### config.mk
export PLATFORM = sky130hd
export DESIGN_NAME = word_serializer
export DESIGN_NICKNAME = d
export VERILOG_FILES = /design/src/rtl/word_serializer.sv
export SDC_FILE = /design/constraint.sdc
export NUM_CORES = 1
export LEC_CHECK = 0
export ABC_AREA = 1
export ABC_CLOCK_PERIOD_IN_PS = 2400
export BUFFER_PORTS_ARGS = -buffer_cell sky130_fd_sc_hd__buf_2
export CAP_MARGIN = 20
export CELL_PAD_IN_SITES_DETAIL_PLACEMENT = 0
export CELL_PAD_IN_SITES_GLOBAL_PLACEMENT = 1
export CORE_AREA = 4 4 41 43
export CTS_BUF_LIST = sky130_fd_sc_hd__clkbuf_4 sky130_fd_sc_hd__clkbuf_8 sky130_fd_sc_hd__clkbuf_16
export DETAILED_ROUTE_END_ITERATION = 16
export DIE_AREA = 0 0 45 47
export PLACE_DENSITY = 0.57
export SYNTH_ARGS = -nofsm -noshare
export SYNTH_HDL_FRONTEND = slang
export SYNTH_SLANG_ARGS = --single-unit
### constraint.sdc
create_clock -name clk -period 2.4 [get_ports clk]
set_input_delay 0.48 -clock clk [delete_from_list [all_inputs] [get_ports clk]]
set_output_delay 0.48 -clock clk [all_outputs]
set_load 0.005 [all_outputs]
### src/rtl/word_serializer.sv
// Parallel-in, serial-out word serializer: MSB first, one bit per clk, frame strobe on each MSB.
// Define SERIALIZER_PARITY_EN to append an even-parity slot after every word.
module word_serializer #(
  parameter int WIDTH = 3
) (
  input  logic             clk,
  input  logic             rst,
  input  logic [WIDTH-1:0] in_data,
  input  logic             in_valid,
  output logic             in_ready,
  output logic             out,
  output logic             out_valid,
  output logic             frame,
  output logic             busy
);

`ifdef SERIALIZER_PARITY_EN
  localparam int SLOTS = WIDTH + 1;
`else
  localparam int SLOTS = WIDTH;
`endif
  localparam int CNT_W = ($clog2(SLOTS + 1) < 1) ? 1 : $clog2(SLOTS + 1);
  localparam logic [CNT_W-1:0] CNT_LOAD = CNT_W'(SLOTS - 1);

  typedef enum logic {
    IDLE  = 1'b0,
    SHIFT = 1'b1
  } state_t;

  state_t           state_q, state_d;
  logic [WIDTH-1:0] shreg_q, shreg_d;
  logic [CNT_W-1:0] cnt_q, cnt_d;
  logic             out_q, out_d;
  logic             out_valid_q, out_valid_d;
  logic             frame_q, frame_d;
`ifdef SERIALIZER_PARITY_EN
  logic             parity_q, parity_d;
`endif
  logic             accept;

  // A new word may load either from IDLE or on the last slot of the current word.
  assign in_ready  = !rst && ((state_q == IDLE) || ((state_q == SHIFT) && (cnt_q == '0)));
  assign accept    = in_valid && in_ready;
  assign busy      = !rst && (state_q == SHIFT);
  assign out       = out_q;
  assign out_valid = out_valid_q;
  assign frame     = frame_q;

  always_comb begin
    state_d     = state_q;
    shreg_d     = shreg_q;
    cnt_d       = cnt_q;
    out_d       = 1'b0;
    out_valid_d = 1'b0;
    frame_d     = 1'b0;
`ifdef SERIALIZER_PARITY_EN
    parity_d    = parity_q;
`endif
    if (accept) begin
      out_d       = in_data[WIDTH-1];
      out_valid_d = 1'b1;
      frame_d     = 1'b1;
      shreg_d     = in_data << 1;
      cnt_d       = CNT_LOAD;
      state_d     = SHIFT;
`ifdef SERIALIZER_PARITY_EN
      parity_d    = ^in_data;
`endif
    end else if (state_q == SHIFT) begin
      if (cnt_q != '0) begin
`ifdef SERIALIZER_PARITY_EN
        // One slot left means the data bits are exhausted and parity goes out.
        out_d = (cnt_q == CNT_W'(1)) ? parity_q : shreg_q[WIDTH-1];
`else
        out_d = shreg_q[WIDTH-1];
`endif
        out_valid_d = 1'b1;
        shreg_d     = shreg_q << 1;
        cnt_d       = cnt_q - CNT_W'(1);
      end else begin
        state_d = IDLE;
      end
    end
  end

  always_ff @(posedge clk) begin
    if (rst) begin
      state_q     <= IDLE;
      shreg_q     <= '0;
      cnt_q       <= '0;
      out_q       <= 1'b0;
      out_valid_q <= 1'b0;
      frame_q     <= 1'b0;
`ifdef SERIALIZER_PARITY_EN
      parity_q    <= 1'b0;
`endif
    end else begin
      state_q     <= state_d;
      shreg_q     <= shreg_d;
      cnt_q       <= cnt_d;
      out_q       <= out_d;
      out_valid_q <= out_valid_d;
      frame_q     <= frame_d;
`ifdef SERIALIZER_PARITY_EN
      parity_q    <= parity_d;
`endif
    end
  end

endmodule
# Word-level counts from Yosys, hierarchy flattened
# Index checks and enable logic that the tools add are counted.
[op_classes]
n_addsub = 1
muxes = 13
bitwise = 1
reduce_logical = 13
[ops]
columns = ["operator", "n"]
rows = [
  ["3-bit 2-to-1 mux", 3],
  ["1-bit 2-to-1 mux", 7],
  ["2-bit 2-to-1 mux", 3],
  ["2-bit nonzero test", 3],
  ["1-bit logical AND", 4],
  ["2-bit AND reduction", 2],
  ["2-bit logical NOT", 1],
  ["2-bit OR reduction", 1],
  ["2-bit by 1-bit subtractor with 2-bit output (second input constant)", 1],
  ["1-bit logical NOT", 1],
  ["1-bit logical OR", 1],
  ["1-bit NOT", 1],
]
[word_totals]
regBits = 7
inputBits = 6
out_inout_bits = 5

# Logic depth before layout (Yosys ltp)
# Gate-level depths: netlist of run 1.
[depth]
ltp_word = 7
depth_mapped = 7

# Least setup slack after synthesis of run 1
# No wires, ideal clock.
[synth_timing]
path_kind = "input to output"
startpoint = "input port rst"
endpoint = "output port busy"
t_arrival_ns = 0.761
setup_slack_ns = 1.159
stages = 2
path_cell_list = "buf_4 -> nor2_1"
[synth_between]
elab_chain_len = 2
[synth_rtl]
columns = ["element", "line", "source"]
rows = [
  ["start, declared", "7", "input logic rst,"],
  ["1-bit logical NOT", "44", "assign busy = !rst && (state_q == SHIFT);"],
  ["1-bit logical AND", "44", ""],
  ["end, declared", "14", "output logic busy"],
]
# No other way between the ends.

==> results of run 1 <==
==> cells in the final DEF, fill, tap and decap left out <==
| cell type | instances |
|---|---|
| dfxtp_1 | 7 |
| nor2_4 | 1 |
| a21oi_2 | 2 |
| inv_1 | 3 |
| buf_2 | 10 |
| nand2_1 | 4 |
| nand3_1 | 3 |
| inv_4 | 1 |
| nand2_4 | 1 |
| o21ai_0 | 2 |
| nand2_2 | 4 |
| clkbuf_4 | 4 |
| a21oi_1 | 1 |
| nor2_1 | 2 |
| inv_2 | 1 |
| nor3_4 | 1 |
| o211ai_1 | 2 |
==> cells by family after synthesis <==
| logic type | Yosys count |
|---|---|
| compound gates | 7 |
| flops | 7 |
| buf+inv | 6 |
| simple gates | 16 |
==> Yosys cell counts <==
cell type  number  share of area (%)
buf_4           1                2.4
a21oi_1         1                1.6
o21ai_0         2                3.1
nand2_1         4                4.7
o211ai_1        2                4.7
dfxtp_1         7                 44
nor2_4          1                3.5
nor3_4          1                5.1
nand3_1         3                4.7
inv_1           3                3.5
inv_2           1                1.2
nand2_4         1                3.5
a21oi_2         2                5.5
nor2_1          2                2.4
nand2_2         4                7.9
inv_4           1                2.0
==> sequential cells by signal, indices dropped and copies added, names as in the netlist <==
signal / count
cnt_q: 2
frame: 1
out: 1
out_valid: 1
shreg_q: 2
==> final timing paths <==
check,cells past startpoint,slack (ns),to
worst min-delay path,2,0.48,out$_SDFF_PP0_
worst min register to register,2,0.48,out$_SDFF_PP0_
worst max-delay path,4,0.90,in_ready
worst max register to register,7,1.39,shreg_q[2]$_SDFFE_PP0P_
==> per-stage QoR <==
step	area, um^2	util (%)	hold slack [ns]	std cells
after floorplan	317.8	-	0.4557	36
after global placement	379.1	29.13	0.4732	60
after detailed placement	379.1	29.13	0.4735	60
after CTS	409.1	31.44	0.4766	64
after global routing	409.1	31.44	0.4795	64
final	409.1	31.44	0.4755	64
==> worst max-delay path, delay by kind of cell, from the launching register on <==
family | cells | cell delay (ns)
flops | 1 | 0.39
simple gates | 3 | 0.25
buf+inv | 1 | 0.13
==> routing by layer <==
layer / vias to the layer above / wire (um) / part of all wire [%] / global-route usage (%)
met3: 2 / 52 / 9.0 / 3.448
li1: 144 / - / - / -
met4: 0 / 7 / 1.2 / 7.018
met1: 114 / 263 / 45 / 8.676
met5: - / 0 / 0 / 0
met2: 9 / 256 / 44 / 9.322
==> report_power, final <==
group | internal (mW) | leakage (nW) | total, mW | switching [mW]
Sequential | 0.124 | 0.0576 | 0.129 | 0.00458
Combinational | 0.0155 | 0.112 | 0.0365 | 0.0210
Clock | 0.0745 | 0.0184 | 0.114 | 0.0396
Total | 0.214 | 0.188 | 0.279 | 0.0652
==> area by class of cell <==
| type | count | area [um^2] | area share [%] |
|---|---|---|---|
| inverters | 5 | 21.27 | 5.199 |
| well taps | 15 | 18.77 | 4.587 |
| flip-flops and latches | 7 | 140.1 | 34.25 |
| repair buffers | 10 | 50.05 | 12.23 |
| multi-input cells | 23 | 148.9 | 36.39 |
| clock buffers | 4 | 30.03 | 7.339 |
==> metrics.md, run 1 <==
| Metric | Value |
|---|---|
| Avg Synthesized Cell Area | `8.828 um^2` |
| Via/cell ratio | `4.203` |
| Total Routing Usage GR | `7.278%` |
| Cts repair resizes | `0` |
| Fillers | `155` |
| Die Ht | `47 um` |
| FP Rows | `13` |
| Pwr per Cell Area | `682.2 mW/mm^2` |
| Yosys cell types | `16` |
| Max-slew violations | `0` |
| Pre-CTS worst setup slack | `1.010 ns` |
| Clock sink count | `7` |
| Max Fclk | `0.6677 GHz` |
| Period utilization | `62.41%` |
| I/O pins | `11` |
| Slew at the pin closest to its max-slew limit | `0.2388 ns` |
| Largest net degree at the start of global routing | `10` |
| Longest Clk Path Bufs | `2` |
| Final Skew | `0.002027 ns` |
| 1st-iter DRT viols | `1` |
| Crit path kind | `reg -> out` |
| Die Wd | `45 um` |
| CTS Buf Count | `3` |
| Initial antenna violation count | `0` |
| Yosys warns | `0` |
| Synth Area in Simple Gates | `31.89%` |
| Worst EP required | `1.92 ns` |
| Worst min-delay path startpoint | `shreg_q[2]$_SDFFE_PP0P_` |
| DR WL/cell | `9.047 um` |
| HP Class | `reg -> reg` |
| Post-route setup slack | `0.9023 ns` |
| CTS Hold Bufs | `0` |
| Vias | `269` |
| Critical path endpoint category | `output pin` |
| Diode count | `0` |
| Sequential element share of the synthesized area | `44.09%` |
| Root Driver | `clkbuf_4` |
| CP max stage delay | `0.39 ns` |
| Overflow after GRT | `0` |
| Full die area | `0.002115 mm^2` |
| Synth Cell Area | `317.8 um^2` |
| Starting Density | `24.42%` |
| First-pass GRT wire length | `1041 um` |
| Worst reg2reg startpoint | `out_valid$_SDFF_PP0_` |
| Critical path startpoint category | `register` |
| GPL Wtd Cong | `0.6983` |
| Slowest-stage cell, CP | `dfxtp_1` |
| WP data arrival | `1.02 ns` |
| Critical path origin | `out_valid$_SDFF_PP0_` |
| Setup_tns | `0 ns` |
| Status | `finished clean` |
| Period minus WS final | `1.498 ns` |
| Half-perimeter wire length after placement | `482.3 um` |
| Layout cell share with drive strength beyond 1 | `51.02%` |
| Power Total | `279.1 uW` |
| Vias in the first global route | `259` |
| # Post-CTS Setup Buffers | `0` |
| # DRC | `0` |
| Mux cell area share after synthesis | `0%` |
| RSZ-0062 raised after global routing | `false` |
| Core ar. | `0.001301 mm^2` |
| Cells along the critical path | `nand2_2, nand2_4, nor2_4, buf_2` |
| Main combinational cell family by area after synthesis | `simple AND/OR/NAND/NOR gates` |
| Clock-pin slew on the worst setup and hold paths | `0.05 ns` |
| I/O Buffers | `10` |
| Worst skew pair latency | `0.25 ns` |
| XOR/XNOR share of the synthesized area | `0%` |
| Max-cap viol count | `0` |
| Relative slew margins | `84.03%` |
| Fin. Hold Viols | `0` |
| Post-DRT Antenna Nets | `0` |
| H-tree Lvls | `1` |
| Yosys reg bits | `7` |
| TritonCTS clock tree | `yes` |
| Number of nets in the layout | `56` |
| Setup violators final | `0` |
| Max IR drop VDD | `165.0 uV` |
| Drt pass-1 iters | `2` |
| Max FO, Critical Path | `6` |
| Syn Nets | `42` |
| Leak | `0.1877 nW` |
| Post-synthesis adder-cell area fraction | `0%` |
| Mapped Cells | `36` |
| Compound-Gate Fraction of Synth Area | `14.96%` |
| Area Growth Syn to Fin | `28.74%` |
| Total wire length | `579 um` |
No activity file was read; power rests on OpenSTA's default activity.
==> run 2: changes to the inputs <==
- ABC_CLOCK_PERIOD_IN_PS: 2400 -> 1200
- PLACE_DENSITY: 0.57 -> 0.59
- clock period: 2.4 -> 1.2 ns (I/O delays scaled with it)
==> run 2 against run 1 <==
Setup slack worse by 0.88 ns. Combinational power is 120% higher. Global-route usage rose by 0.18 points. Power grew 110%.
==> metrics.md, run 2 (same netlist as run 1, synthesis figures left out) <==
| Metric | Value |
|---|---|
| Cells along the critical path | `nand2_4, nand2_4, nor2_4, buf_2` |
| CTS Hold Bufs | `0 (unchanged)` |
| Setup_tns | `0 ns (unchanged)` |
| Die Ht | `47 um (unchanged)` |
| Via/cell ratio | `4.231 (+0.66%)` |
| CP max stage delay | `0.36 ns (-0.03 ns)` |
| Vias | `275 (+2.2%)` |
| GPL Wtd Cong | `0.7384 (+5.7%)` |
| Max FO, Critical Path | `4 (-2)` |
| First-pass GRT wire length | `1069 um (+2.7%)` |
| 1st-iter DRT viols | `8 (+7)` |
| # DRC | `0 (unchanged)` |
| Post-route setup slack | `0.02231 ns (-0.8799 ns)` |
| Setup violators final | `0 (unchanged)` |
| WHS | `0.2325 ns (-0.2430 ns)` |
| Worst EP required | `0.96 ns (-0.96 ns)` |
| Slew at the pin closest to its max-slew limit | `0.2399 ns (+0.001056 ns)` |
| Critical path endpoint category | `output pin` |
| Pre-CTS worst setup slack | `0.1690 ns (-0.8405 ns)` |
| Period utilization | `98.14%` |
| Longest Clk Path Bufs | `2 (unchanged)` |
| R2r setup slk | `0.10 ns (-1.29 ns)` |
| Clock sink count | `7 (unchanged)` |
| Fin. Hold Viols | `0 (unchanged)` |
| DR WL/cell | `9.815 um (+8.5%)` |
| Worst skew pair latency | `0.25 ns (about the same)` |
| H-tree Lvls | `1 (unchanged)` |
| Period minus WS final | `1.178 ns` |
| HP Class | `in -> reg` |
| Final Skew | `0.002041 ns (+0.00001416 ns)` |
| Worst reg2reg startpoint | `out_valid$_SDFF_PP0_` |
| Half-perimeter wire length after placement | `489.2 um (+1.4%)` |
| Hold Crit Depth | `3 (+1)` |
| WP data arrival | `0.94 ns (-0.08 ns)` |
| Number of nets in the layout | `57 (+1.8%)` |
| Largest regs | `cnt_q x2, shreg_q x2` |
| Initial antenna violation count | `0 (unchanged)` |
| Slowest-stage cell, CP | `dfxtp_4` |
| Reg-to-Reg End | `shreg_q[1]$_SDFFE_PP0P_` |
| Leak | `0.2133 nW (+14%)` |
| Core ar. | `0.001301 mm^2 (unchanged)` |
| Layout cell share with drive strength beyond 1 | `56.00% (+5.0 points)` |
| Clock-pin slew on the worst setup and hold paths | `0.05 ns (about the same)` |
| Most used cell along the critical path | `nand2_4` |
| Full die area | `0.002115 mm^2 (unchanged)` |
| Critical path startpoint category | `register` |
| Relative slew margins | `83.96% (about the same)` |
| Crit path kind | `reg -> out` |
| Starting Density | `24.42% (unchanged)` |
| Most frequent cells in the layout | `buf_2, dfxtp_1, nand2_1, clkbuf_4` |
| Area Growth Syn to Fin | `35.83%` |
| Max-slew violations | `0 (unchanged)` |
| Overflow after GRT | `0 (unchanged)` |
| I/O Buffers | `10 (unchanged)` |
| Die Wd | `45 um (unchanged)` |
| Worst min-delay path startpoint | `in_data[2]` |
| Total wire length | `638 um (+10%)` |
| Vias in the first global route | `278 (+7.3%)` |
| Status | `finished clean` |
| Largest net degree at the start of global routing | `10 (unchanged)` |
| Drt pass-1 iters | `4 (+2)` |
| TritonCTS clock tree | `yes` |
| FP Rows | `13 (unchanged)` |
| Worst Hold End | `out$_SDFF_PP0_` |
| I/O pins | `11 (unchanged)` |
| Diode count | `0 (unchanged)` |
| CTS Buf Count | `3 (unchanged)` |
| Worst R2R Path Depth | `6 (-1)` |
| Root Driver | `clkbuf_4` |
| Total Routing Usage GR | `7.460% (+0.18 points)` |
| Max IR drop VDD | `439.4 uV (+170%)` |
| Max-cap viol count | `0 (unchanged)` |
| Post-DRT Antenna Nets | `0 (unchanged)` |
| Pwr per Cell Area | `1326 mW/mm^2 (+94%)` |
| Most common cell after layout, fill and taps aside | `buf_2` |
| RSZ-0062 raised after global routing | `true` |
| Max Fclk | `0.8491 GHz` |
run 2: worst max path at each step:
stage / start / to
3_3_place_gp: out_valid$_SDFF_PP0_ / shreg_q[2]$_SDFFE_PP0P_
3_5_place_dp: out_valid$_SDFF_PP0_ / shreg_q[2]$_SDFFE_PP0P_
5_1_grt: out_valid$_SDFF_PP0_ / in_ready
4_1_cts: cnt_q[0]$_SDFFE_PP0P_ / in_ready
6_report: out_valid$_SDFF_PP0_ / in_ready
2_1_floorplan: out_valid$_SDFF_PP0_ / shreg_q[2]$_SDFFE_PP0P_
run 2: critical path: cells and delay by family (launching register included):
kind                   cells  cell delay [ns]
buffers and inverters      1             0.12
flip-flops                 1             0.36
AND/OR/NAND/NOR            3             0.21
run 2: what timing repair did:
item	in CTS	in global routing
endpoints found under the setup margin	1	2
cloned	0	0
gates resized for setup	1	4
buffers inserted	1	0
pin swaps	1	1
run 2: routing by layer:
layer  routed length (um)  global-route usage (%)
met1                  286                   8.295
met2                  282                   11.30
met3                   51                   2.299
met4                   18                   7.018
met5                    0                       0
run 2: power by group:
group	internal, mW	leakage [nW]	switching (mW)
logic	0.0348	0.136	0.0442
registers	0.248	0.0587	0.0125
clock network	0.149	0.0184	0.0840
run 2: final cells by class:
cell class,instances,area (um^2)
Clock buffer,4,30.03
Fill cell,153,869.6
Inverter,5,21.27
Multi-Input combinational cell,23,158.9
Sequential cell,7,145.1
Tap cell,15,18.77
Timing Repair Buffer,11,57.56
run 2: stage by stage:
step | power (mW) | util [%] | instance area, um^2 | cells
floorplan | 0.3108 | - | 317.8 | 36
global placement | 0.3374 | 29.13 | 379.1 | 60
detailed placement | 0.3373 | 29.13 | 379.1 | 60
CTS | 0.5759 | 32.12 | 417.9 | 65
global route | 0.5993 | 33.17 | 431.7 | 65
finish | 0.5725 | 33.17 | 431.7 | 65
==> run 3: changes to the inputs <==
--- a/config.mk
+++ b/config.mk
@@ -20,2 +20,3 @@
 export SYNTH_HDL_FRONTEND = slang
 export SYNTH_SLANG_ARGS = --single-unit
+export TNS_END_PERCENT = 30
==> constraint.sdc (replaced) <==
create_clock -name clk -period 1.2 [get_ports clk]
set_input_delay 0.24 -clock clk [delete_from_list [all_inputs] [get_ports clk]]
set_output_delay 0.24 -clock clk [all_outputs]
set_load 0.01 [all_outputs]
==> run 3 against run 2 <==
Flip-flop and latch count unchanged. Highest routed layer unchanged. Sequential power about the same. Register-to-register slack about the same. Largest cell class unchanged. Routed wire length down 4.4%. Setup slack worse by 0.00095 ns. Non-clock buffer count up 1.
==> metrics.md, run 3 (same netlist as run 1, synthesis figures left out) <==
| Metric | Value |
|---|---|
| Slew at the pin closest to its max-slew limit | `0.2451 ns (+0.005236 ns)` |
| Worst min-delay path startpoint | `in_data[2]` |
| Clock-pin slew on the worst setup and hold paths | `0.05 ns (about the same)` |
| Leak | `0.1999 nW (-6.3%)` |
| First-pass GRT wire length | `979 um (-8.4%)` |
| Diode count | `0 (unchanged)` |
| Relative slew margins | `83.66% (-0.30 points)` |
| Die Wd | `45 um (unchanged)` |
| Number of nets in the layout | `58 (+1.8%)` |
| I/O pins | `11 (unchanged)` |
| Starting Density | `24.42% (unchanged)` |
| Via/cell ratio | `4.121 (-2.6%)` |
| Overflow after GRT | `0 (unchanged)` |
| DR WL/cell | `9.242 um (-5.8%)` |
| Critical path endpoint category | `output pin` |
| TritonCTS clock tree | `yes` |
| Largest regs | `cnt_q x2, shreg_q x2` |
| WP data arrival | `0.94 ns (about the same)` |
| Total wire length | `610 um (-4.4%)` |
| Worst EP required | `0.96 ns (about the same)` |
| Setup violators final | `0 (unchanged)` |
| Vias | `272 (-1.1%)` |
| Final Skew | `0.002969 ns (+0.0009280 ns)` |
| I/O Buffers | `10 (unchanged)` |
| Setup_tns | `0 ns (unchanged)` |
| Max FO, Critical Path | `4 (unchanged)` |
| Crit path kind | `reg -> out` |
| Most frequent cells in the layout | `buf_2, dfxtp_1, nand2_2, nand2_1, clkbuf_4` |
| # DRC | `0 (unchanged)` |
| Die Ht | `47 um (unchanged)` |
| Pwr per Cell Area | `1328 mW/mm^2 (+0.11%)` |
| Max-cap viol count | `0 (unchanged)` |
| Post-route setup slack | `0.02136 ns (-0.0009452 ns)` |
| Full die area | `0.002115 mm^2 (unchanged)` |
| Max IR drop VDD | `552.0 uV (+26%)` |
| Status | `finished clean` |
| 1st-iter DRT viols | `8 (unchanged)` |
| Area of the multi-input gates | `148.9 um^2 (-6.3%)` |
| Area Growth Syn to Fin | `36.22%` |
| FP Rows | `13 (unchanged)` |
| Initial antenna violation count | `0 (unchanged)` |
| Max-slew violations | `0 (unchanged)` |
| Critical path startpoint category | `register` |
| Total Routing Usage GR | `7.290% (-0.17 points)` |
| Most common cell after layout, fill and taps aside | `buf_2` |
| Layout cell share with drive strength beyond 1 | `56.86% (+0.86 points)` |
| Half-perimeter wire length after placement | `463.5 um (-5.3%)` |
| CTS Buf Count | `3 (unchanged)` |
| HP Class | `in -> reg` |
| Fillers | `146 (-4.6%)` |
| Critical path origin | `out_valid$_SDFF_PP0_` |
| Root Driver | `clkbuf_4` |
| RSZ-0062 raised after global routing | `true` |
| Fin. Hold Viols | `0 (unchanged)` |
| Core ar. | `0.001301 mm^2 (unchanged)` |
| Max Fclk | `0.8484 GHz (about the same)` |
| Largest net degree at the start of global routing | `10 (unchanged)` |
| Vias in the first global route | `235 (-15%)` |
| Drt pass-1 iters | `2 (-2)` |
| CTS Hold Bufs | `0 (unchanged)` |
| Worst reg2reg startpoint | `out_valid$_SDFF_PP0_` |
| Period utilization | `98.22% (about the same)` |
| Clock sink count | `7 (unchanged)` |
| Pre-CTS worst setup slack | `0.1622 ns (-0.006787 ns)` |
| H-tree Lvls | `1 (unchanged)` |
| Post-DRT Antenna Nets | `0 (unchanged)` |
| Period minus WS final | `1.179 ns (+0.0009452 ns)` |
| Longest Clk Path Bufs | `2 (unchanged)` |
| Worst skew pair latency | `0.25 ns (about the same)` |
| GPL Wtd Cong | `0.6991 (-5.3%)` |
| FF+latch area | `142.6 um^2 (-1.7%)` |
## run 3: cell types whose count changed in the layout (fill, tap and decap cells not counted), sizes merged
cell  delta
buf      +1
## run 3: layout make-up
type / instances / share of cell area, %
multi-input cells: 23 / 34.39
clock buffers: 4 / 6.936
inverters: 5 / 4.913
flip-flops and latches: 7 / 32.95
well taps: 15 / 4.335
repair buffers: 12 / 16.47
## run 3: stage by stage
stage	instance area [um^2]	power [mW]	hold WS, ns	std cells	utilization, %
floorplan	317.8	0.3147	0.3711	36	-
global placement	379.1	0.3417	0.4821	60	29.13
detailed placement	379.1	0.3405	0.4773	60	29.13
CTS	424.2	0.5806	0.2289	65	32.60
global route	432.9	0.6025	0.2325	66	33.27
finish	432.9	0.5748	0.2332	66	33.27
## run 3: path summary, 6_finish.rpt
check | endpoint | slack (ns) | cells past startpoint
worst min register to register | shreg_q[1]$_SDFFE_PP0P_ | 0.48 | 2
worst min-delay path | out$_SDFF_PP0_ | 0.23 | 3
worst max register to register | shreg_q[1]$_SDFFE_PP0P_ | 0.11 | 6
worst max-delay path | in_ready | 0.02 | 4
## run 3: worst max-delay path, cell delays in order, from the launching register on
cell     delay, ns
dfxtp_2       0.34
nand2_2       0.08
nand2_4       0.07
nor2_4        0.10
buf_6         0.11
## run 3: routing by layer
layer  GRT usage [%]  vias up  share of wire, %  wire length [um]
li1                -      148                 -                 -
met1           7.339      111                45               275
met2           9.605        9                41               248
met3           4.215        4               9.5                58
met4           8.772        0               4.6                28
met5               0        -                 0                 0
## run 3: power breakdown
group / internal [mW] / switching (mW) / total (mW) / leakage, nW
logic: 0.0377 / 0.0486 / 0.0863 / 0.123
registers: 0.249 / 0.00888 / 0.258 / 0.0583
clock network: 0.149 / 0.0817 / 0.231 / 0.0184
## run 3: what timing repair did
item                                    in CTS  in global routing
pin swaps                                    1                  1
setup buffers                                1                  1
endpoints found under the setup margin       1                  1
gates resized for setup                      2                  1
hold endpoints to repair                     0                  0
